--- src/rtl/fetch_queue_stage.sv ---
// rtl/fetch_queue_stage.sv - IF stage: PC, imem address and instruction queue feeding decode.
// Optional FETCH_PERF_EN adds saturating fetch/stall/flush counters.
module fetch_queue_stage #(
  parameter int             N        = 64,
  parameter int             DEPTH    = 4,
  parameter logic [N-1:0]   RESET_PC = '0
) (
  input  logic                       clk,
  input  logic                       reset,
  input  logic                       stall_D,
  input  logic                       PCSrc,
  input  logic [N-1:0]               PCBranch_E,
  output logic [N-1:0]               IM_addr,
  input  logic [31:0]                IM_readData,
  output logic [31:0]                instr_D,
  output logic [N-1:0]               pc_D,
  output logic                       valid_D,
`ifdef FETCH_PERF_EN
  output logic [31:0]                perf_fetch,
  output logic [31:0]                perf_stall,
  output logic [31:0]                perf_flush,
`endif
  output logic [$clog2(DEPTH):0]     q_count
);

  localparam int AW = $clog2(DEPTH);
  localparam int CW = AW + 1;
  localparam logic [CW-1:0] DEPTH_C = CW'(DEPTH);
  localparam logic [CW-1:0] ONE_C   = CW'(1);

  typedef enum logic [1:0] {S_EMPTY, S_FILL, S_FULL} occ_state_t;

  occ_state_t     state;
  logic [N-1:0]   pc;
  logic [CW-1:0]  count;
  logic [AW-1:0]  rd_ptr;
  logic [AW-1:0]  wr_ptr;
  logic [31:0]    mem_instr [DEPTH];
  logic [N-1:0]   mem_pc    [DEPTH];

  logic           push;
  logic           pop;
  logic           push_en;
  logic [CW-1:0]  count_next;

  assign valid_D = (state != S_EMPTY);
  assign pop     = valid_D & ~stall_D;
  assign push    = (state != S_FULL) | pop;
  assign push_en = push & ~PCSrc;

  always_comb begin
    count_next = count;
    case ({push, pop})
      2'b10:   count_next = count + ONE_C;
      2'b01:   count_next = count - ONE_C;
      default: count_next = count;
    endcase
  end

  // Flush takes priority over push/pop so the wrong-path head is simply dropped.
  always_ff @(posedge clk or negedge reset) begin
    if (!reset) begin
      state  <= S_EMPTY;
      pc     <= RESET_PC;
      count  <= '0;
      rd_ptr <= '0;
      wr_ptr <= '0;
    end else if (PCSrc) begin
      state  <= S_EMPTY;
      pc     <= {PCBranch_E[N-1:2], 2'b00};
      count  <= '0;
      rd_ptr <= '0;
      wr_ptr <= '0;
    end else begin
      if (push) begin
        wr_ptr <= wr_ptr + 1'b1;
        pc     <= pc + N'(4);
      end
      if (pop)
        rd_ptr <= rd_ptr + 1'b1;
      count <= count_next;
      case (state)
        S_EMPTY: if (push) state <= (count_next == DEPTH_C) ? S_FULL : S_FILL;
        S_FILL: begin
          if (count_next == '0)          state <= S_EMPTY;
          else if (count_next == DEPTH_C) state <= S_FULL;
        end
        S_FULL:  if (pop && !push) state <= S_FILL;
        default: state <= S_EMPTY;
      endcase
    end
  end

  // Queue storage needs no reset: outputs are masked while the queue is empty.
  always_ff @(posedge clk) begin
    if (push_en) begin
      mem_instr[wr_ptr] <= IM_readData;
      mem_pc[wr_ptr]    <= pc;
    end
  end

  assign IM_addr = pc;
  assign q_count = count;
  assign instr_D = valid_D ? mem_instr[rd_ptr] : 32'd0;
  assign pc_D    = valid_D ? mem_pc[rd_ptr]    : '0;

`ifdef FETCH_PERF_EN
  always_ff @(posedge clk or negedge reset) begin
    if (!reset) begin
      perf_fetch <= '0;
      perf_stall <= '0;
      perf_flush <= '0;
    end else begin
      if (push_en && perf_fetch != 32'hFFFF_FFFF)
        perf_fetch <= perf_fetch + 32'd1;
      if (valid_D && stall_D && perf_stall != 32'hFFFF_FFFF)
        perf_stall <= perf_stall + 32'd1;
      if (PCSrc && perf_flush != 32'hFFFF_FFFF)
        perf_flush <= perf_flush + 32'd1;
    end
  end
`endif

endmodule

--- config.mk ---
export PLATFORM = sky130hd
export DESIGN_NAME = fetch_queue_stage
export DESIGN_NICKNAME = d
export VERILOG_FILES = /design/src/rtl/fetch_queue_stage.sv
export SDC_FILE = /design/constraint.sdc
export NUM_CORES = 1
export LEC_CHECK = 0
export ABC_AREA = 1
export CORE_MARGIN = 4
export CORE_UTILIZATION = 55
export DETAILED_ROUTE_END_ITERATION = 6
export DONT_BUFFER_PORTS = 1
export GPL_TIMING_DRIVEN = 1
export PLACE_DENSITY = 0.74
export SYNTH_ARGS = -nofsm -noshare
export SYNTH_HDL_FRONTEND = slang
export SYNTH_SLANG_ARGS = --single-unit
--- constraint.sdc ---
create_clock -name clk -period 15.7 [get_ports clk]
set_input_delay 2.355 -clock clk [delete_from_list [all_inputs] [get_ports clk]]
set_output_delay 2.355 -clock clk [all_outputs]
set_load 0.01 [all_outputs]
# ---- Word-level counts from Yosys, hierarchy flattened
# Memories as Yosys holds them, arrays and structs flattened.
# Index checks and enable logic that the tools add are counted.
dict set report totals {
  out_inout_bits 164
  ff_bits 73
  word_cells 53
  memories 2
  inputBits 100
  ram_bits 384
}
dict set report op_classes {
  bitwise 5
  n_reduce_logical 8
  addsub 5
  n_eq_ne 9
  mux 19
}
# name depth width rd rd_clocked_by_memory_dff write_ports line_no
set mem_list {}
lappend mem_list {mem_pc 4 64 1 0 1 39} ;# logic [N-1:0] mem_pc [DEPTH];
lappend mem_list {mem_instr 4 32 1 0 1 38} ;# logic [31:0] mem_instr [DEPTH];
# cell count
set op_table {}
lappend op_table {{$mux 64} 3}
lappend op_table {{$add 64x3->64 const B} 1}
lappend op_table {{$mux 32} 1}
lappend op_table {{$mux 2} 10}
lappend op_table {{$ne 3x3->1 const B} 2}
lappend op_table {{$pmux 2 s3} 1}
lappend op_table {{$pmux 3 s2} 1}
lappend op_table {{$reduce_bool 2->1} 3}
lappend op_table {{$add 2x1->2 const B} 2}
lappend op_table {{$eq 2x1->1 const B} 2}
lappend op_table {{$eq 2x2->1 const B} 2}
lappend op_table {{$ne 4x4->1 const B} 1}
lappend op_table {{$add 3x1->3 const B} 1}
lappend op_table {{$eq 3x3->1 const B} 1}
lappend op_table {{$logic_not 3->1} 1}
lappend op_table {{$mux 3} 1}
lappend op_table {{$reduce_and 3->1} 1}
lappend op_table {{$sub 3x1->3 const B} 1}
lappend op_table {{$and 1x1->1} 2}
lappend op_table {{$logic_not 2->1} 1}
lappend op_table {{$mux 1} 2}
lappend op_table {{$ne 2x2->1 const B} 1}
lappend op_table {{$not 1->1} 2}
lappend op_table {{$logic_and 1x1->1} 1}
lappend op_table {{2 further kinds} 2}

# ---- Longest topological paths before layout
dict set report depth {
  word_depth 10
  depth_mapped 11
  ltp_nobuf 11
}

# ---- Least setup slack after synthesis
# Ideal clock, no wire load.
dict set report synth_path {
  path_type {input -> register}
  from {input port PCSrc}
  to {memory mem_instr[0][0], enable pin}
  t_required_ns 15.153
  stages 5
  t_arrival_ns 6.804
  setup_ns 0.547
  path_slack_ns 8.349
  n_path_buf 2
  path_cell_list {buf_2 -> inv_2 -> nand2_1 -> buf_2 -> nor2_1}
}
dict set report synth_between {
  elab_chain_cells 4
}
# element line_no
set synth_rtl {}
lappend synth_rtl {{from (decl)} 11} ;# input logic PCSrc,
lappend synth_rtl {{$not 1->1} 49} ;# assign push_en = push & ~PCSrc;
lappend synth_rtl {{$and 1x1->1} 49}
lappend synth_rtl {{$mux 1} 96} ;# if (push_en) begin
lappend synth_rtl {{$mux 1 (implied by the code)} 97} ;# mem_instr[wr_ptr] <= IM_readData;
lappend synth_rtl {{to (decl)} 38}
# No other way between the ends.

# ---- Final worst setup path
dict set report layout_path {
  from {register rd_ptr[0]}
  to {output port pc_D[33]}
}
dict set report layout_between {
  elab_chain_cells 2
}
# element line_no
set layout_rtl {}
lappend layout_rtl {{from (decl)} 36} ;# logic [AW-1:0] rd_ptr;
lappend layout_rtl {{from (signal assigned)} 80} ;# rd_ptr <= rd_ptr + 1'b1;
lappend layout_rtl {{$mem_v2 4x64} n/a}
lappend layout_rtl {{$mux 64} 105} ;# assign pc_D = valid_D ? mem_pc[rd_ptr] : '0;
lappend layout_rtl {{to (decl)} 16} ;# output logic [N-1:0] pc_D,
# No other way between the ends.

==> key figures <==
Run status
  • Status: finished, final reports clean

Floorplan
  • Die Y: 199.1 um
  • I/O Pins: 264
  • # rows: 69
  • Initial Utilization: 56.08%
  • Die area: 0.03965 mm2
  • Die width: 199.1 um
  • Core Region: 0.03583 mm2

Clocking
  • Hold-fix buffers, CTS: 0
  • Total CTS buffers: 45
  • Sink Count: 447
  • Max Root-Sink Buffers: 3
  • Post-CTS Setup Inserts: 0
  • Worst-Skew Late Latency: 580 ps
  • Post-CTS Resized: 0
  • CTS tree: built
  • H-tree lvl count: 2
  • Worst-path clk slew: 70 ps
  • Clock root buffer: clkbuf_16

GRT
  • Tot GR Track Use: 27.10%
  • Initial antenna violation count: 4
  • Vias in the first global route: 13,564
  • Pin count of the biggest net entering global routing: 125
  • GRT overflow: 0
  • First-pass GRT wire length: 81,350 um

Critical path
  • Reg2Reg Launch Point: state[0]
  • R2R cell count: 5
  • Startpoint Class: register
  • WS Path Type: reg -> out
  • Req. time, crit path: 13,350 ps
  • R2R setup slack: 11,950 ps
  • Crit Path Max Fanout: 86
  • Worst stage delay on the critical path: 840 ps
  • Worst reg2reg endpoint: mem_instr[0][3]
  • CP Capture Type: primary output
  • Critical path, cell by cell: buf_4 -> buf_4 -> nor2_1 -> nor2_1 -> o21ai_0 -> a21oi_1
  • Data arrival time of the worst path: 3800 ps
  • Crit path max-delay cell type: dfrtp_4

Pwr
  • Worst VDD drop: 0.08106 mV
  • Cell Pwr Density: 129.6 mW/mm2
  • Static leakage: 0.008082 uW

Final layout
  • Final core utilization: 61.14%
  • Area grow syn2layout: 9.030%
  • Layout cells sized above 1: 7.108%
  • Final net count: 2,112

Yosys
  • Sequential area share after synthesis: 65.04%
  • Ys Warns: 0
  • Share of the synthesized area in the top cell type: 56.20%
  • Mapped Cells: 2,039
  • #FFs+latches synth: 447
  • Post-synth top area cell: edfxtp_1
  • Post-synth cell types: 40
  • Top cells by area, synth: edfxtp_1 56%, nor2_1 10%, dfrtp_1 8.8%, nand2_1 6.0%, o21ai_0 5.0%
  • Synth Cell Area: 0.02009 mm2
  • Mean Syn Cell Area: 9.854 um2

Min path
  • Worst hold stages: 1
  • Worst Hold Class: reg -> reg
  • Worst hold endpoint: wr_ptr[0]
  • Min-delay src: wr_ptr[0]

STA
  • Setup-failing EPs final: 0
  • Count of final max-slew check failures: 0
  • Clock skew: 27.84 ps
  • Slew @ Worst Pin: 1156 ps
  • Final Hold Viols: 0
  • Slew margin rel.: 22.92%
  • Fmax: 162.5 MHz
  • Total negative slack: 0 ps
  • Post-route minimum period: 6153 ps
  • RSZ-0062 raised after global routing: false
  • Final Cycle Share: 39.19%

Route
  • WL final: 55,120 um
  • Routed vias/inst: 5.840
  • Total number of vias: 14,624
  • # DRC: 0
  • Drt first-iter violations: 1,287
  • Drt pass-1 iters: 5
  • Drt wl/cell: 22.01 um
  • Routed Antenna Nets: 0

Placement
  • IO Port Bufs: 0
  • DPL Wire Length: 34,530 um
  • Final GP Congestion: 0.9345

Flow run
  • Max-cap violation count: 0
==> power by group <==
group / internal (uW) / switching [uW]
logic: 77.7 / 240
registers: 1370 / 90.5
clock network: 616 / 441
==> per-stage QoR <==
step | power [uW] | setup slack [ps] | instance area, um2 | cells | hold WS (ps)
2_1_floorplan | 1693 | 8349 | 20100 | 2042 | 493.3
3_5_place_dp | 1806 | 10120 | 20430 | 2420 | 563.4
6_report | 2840 | 9547 | 21910 | 2504 | 562.1
3_3_place_gp | 1796 | 10200 | 20430 | 2420 | 536.3
4_1_cts | 2853 | 9554 | 21900 | 2501 | 563.3
5_1_grt | 2950 | 9299 | 21910 | 2504 | 616.6
==> final cells by class <==
type	instances	area [um2]
diodes	3	7.507
clock buffers	64	1353
clock inverters	17	115.1
fillers	2891	13920
inverters	95	361.6
multi-input cells	1401	6297
flip-flops and latches	447	13080
well taps	461	576.8
repair buffers	16	120.1
==> cell families after synthesis <==
group | Yosys count | synth area share, %
compound gates | 355 | 9.161
xor+xnor | 10 | 0.4359
fa+ha+maj | 6 | 0.3736
buf+inv | 194 | 3.886
flops | 447 | 65.04
other cells | 1 | 0.01866
simple gates | 1026 | 21.09
==> metal layers <==
layer  vias to the layer above  routed length, um  track usage [%]
met5                         -                 17                0
met4                         2               1478            7.827
met3                        99               5262            7.436
met2                       611              26210            43.29
met1                      7068              22160            36.98
li1                       6844                  -                -
==> critical path, delay by kind of cell (launching register included) <==
family,cells,cell delay [ps]
AO/OA/AOI/OAI,2,570
buffers and inverters,2,1480
flip-flops,1,840
AND/OR/NAND/NOR,2,210
==> state kept, by name (all words and copies together), names as in the netlist <==
register   count
wr_ptr         2
mem_instr    128
mem_pc       248
rd_ptr         2
state          2
IM_addr       62
q_count        3
==> placed cells by master, fill, tap and decap left out, drive strengths merged, types with 2 or more instances in the layout <==
cell type	n
conb	4
nor3	9
clkinvlp	2
o21ai	222
nand3b	2
o22ai	3
o21bai	6
ha	6
clkinv	13
buf	16
o211ai	11
nand2	331
nand4	18
dfrtp	71
nor2	577
xor2	9
nand3	87
clkbuf	64
a21oi	107
edfxtp	376
diode	3
inv	96
==> Yosys cell counts <==
| master | count |
|---|---|
| nor2_8 | 2 |
| dfrtp_1 | 71 |
| buf_4 | 5 |
| a22o_1 | 1 |
| nand3_2 | 2 |
| clkbuf_1 | 57 |
| nand2_1 | 319 |
| nand2_2 | 8 |
| a31oi_1 | 1 |
| o21bai_1 | 6 |
| xor2_1 | 9 |
| nand3_1 | 85 |
| nor2b_1 | 1 |
| nand3b_1 | 2 |
| buf_1 | 10 |
| o22ai_1 | 3 |
| conb_1 | 1 |
| buf_2 | 27 |
| nor3_2 | 1 |
| nand2_4 | 4 |
| o21ai_0 | 200 |
| xnor2_1 | 1 |
| edfxtp_1 | 376 |
| o211ai_1 | 11 |
| o21ai_1 | 22 |
| o21a_1 | 1 |
| clkinv_1 | 2 |
| nor3_1 | 8 |
| and2_1 | 1 |
| a21oi_1 | 107 |
| ha_1 | 6 |
| nor2_2 | 20 |
| inv_1 | 84 |
| nor2_1 | 547 |
| a211oi_1 | 1 |
| nor2_4 | 8 |
| inv_2 | 9 |
| o311ai_0 | 1 |
| nand4_1 | 18 |
| o221ai_1 | 1 |
==> worst max path at each step <==
stage / startpoint / end / slack [ps] / cells past startpoint
2_1_floorplan: PCSrc / mem_instr[0][0] / 8350 / 5
3_3_place_gp: stall_D / mem_pc[0][50] / 10200 / 4
3_5_place_dp: stall_D / mem_pc[0][51] / 10120 / 4
4_1_cts: rd_ptr[0] / pc_D[33] / 9550 / 6
5_1_grt: rd_ptr[0] / pc_D[34] / 9300 / 6
6_report: rd_ptr[0] / pc_D[33] / 9550 / 6
No activity file was read; power rests on OpenSTA's default activity.
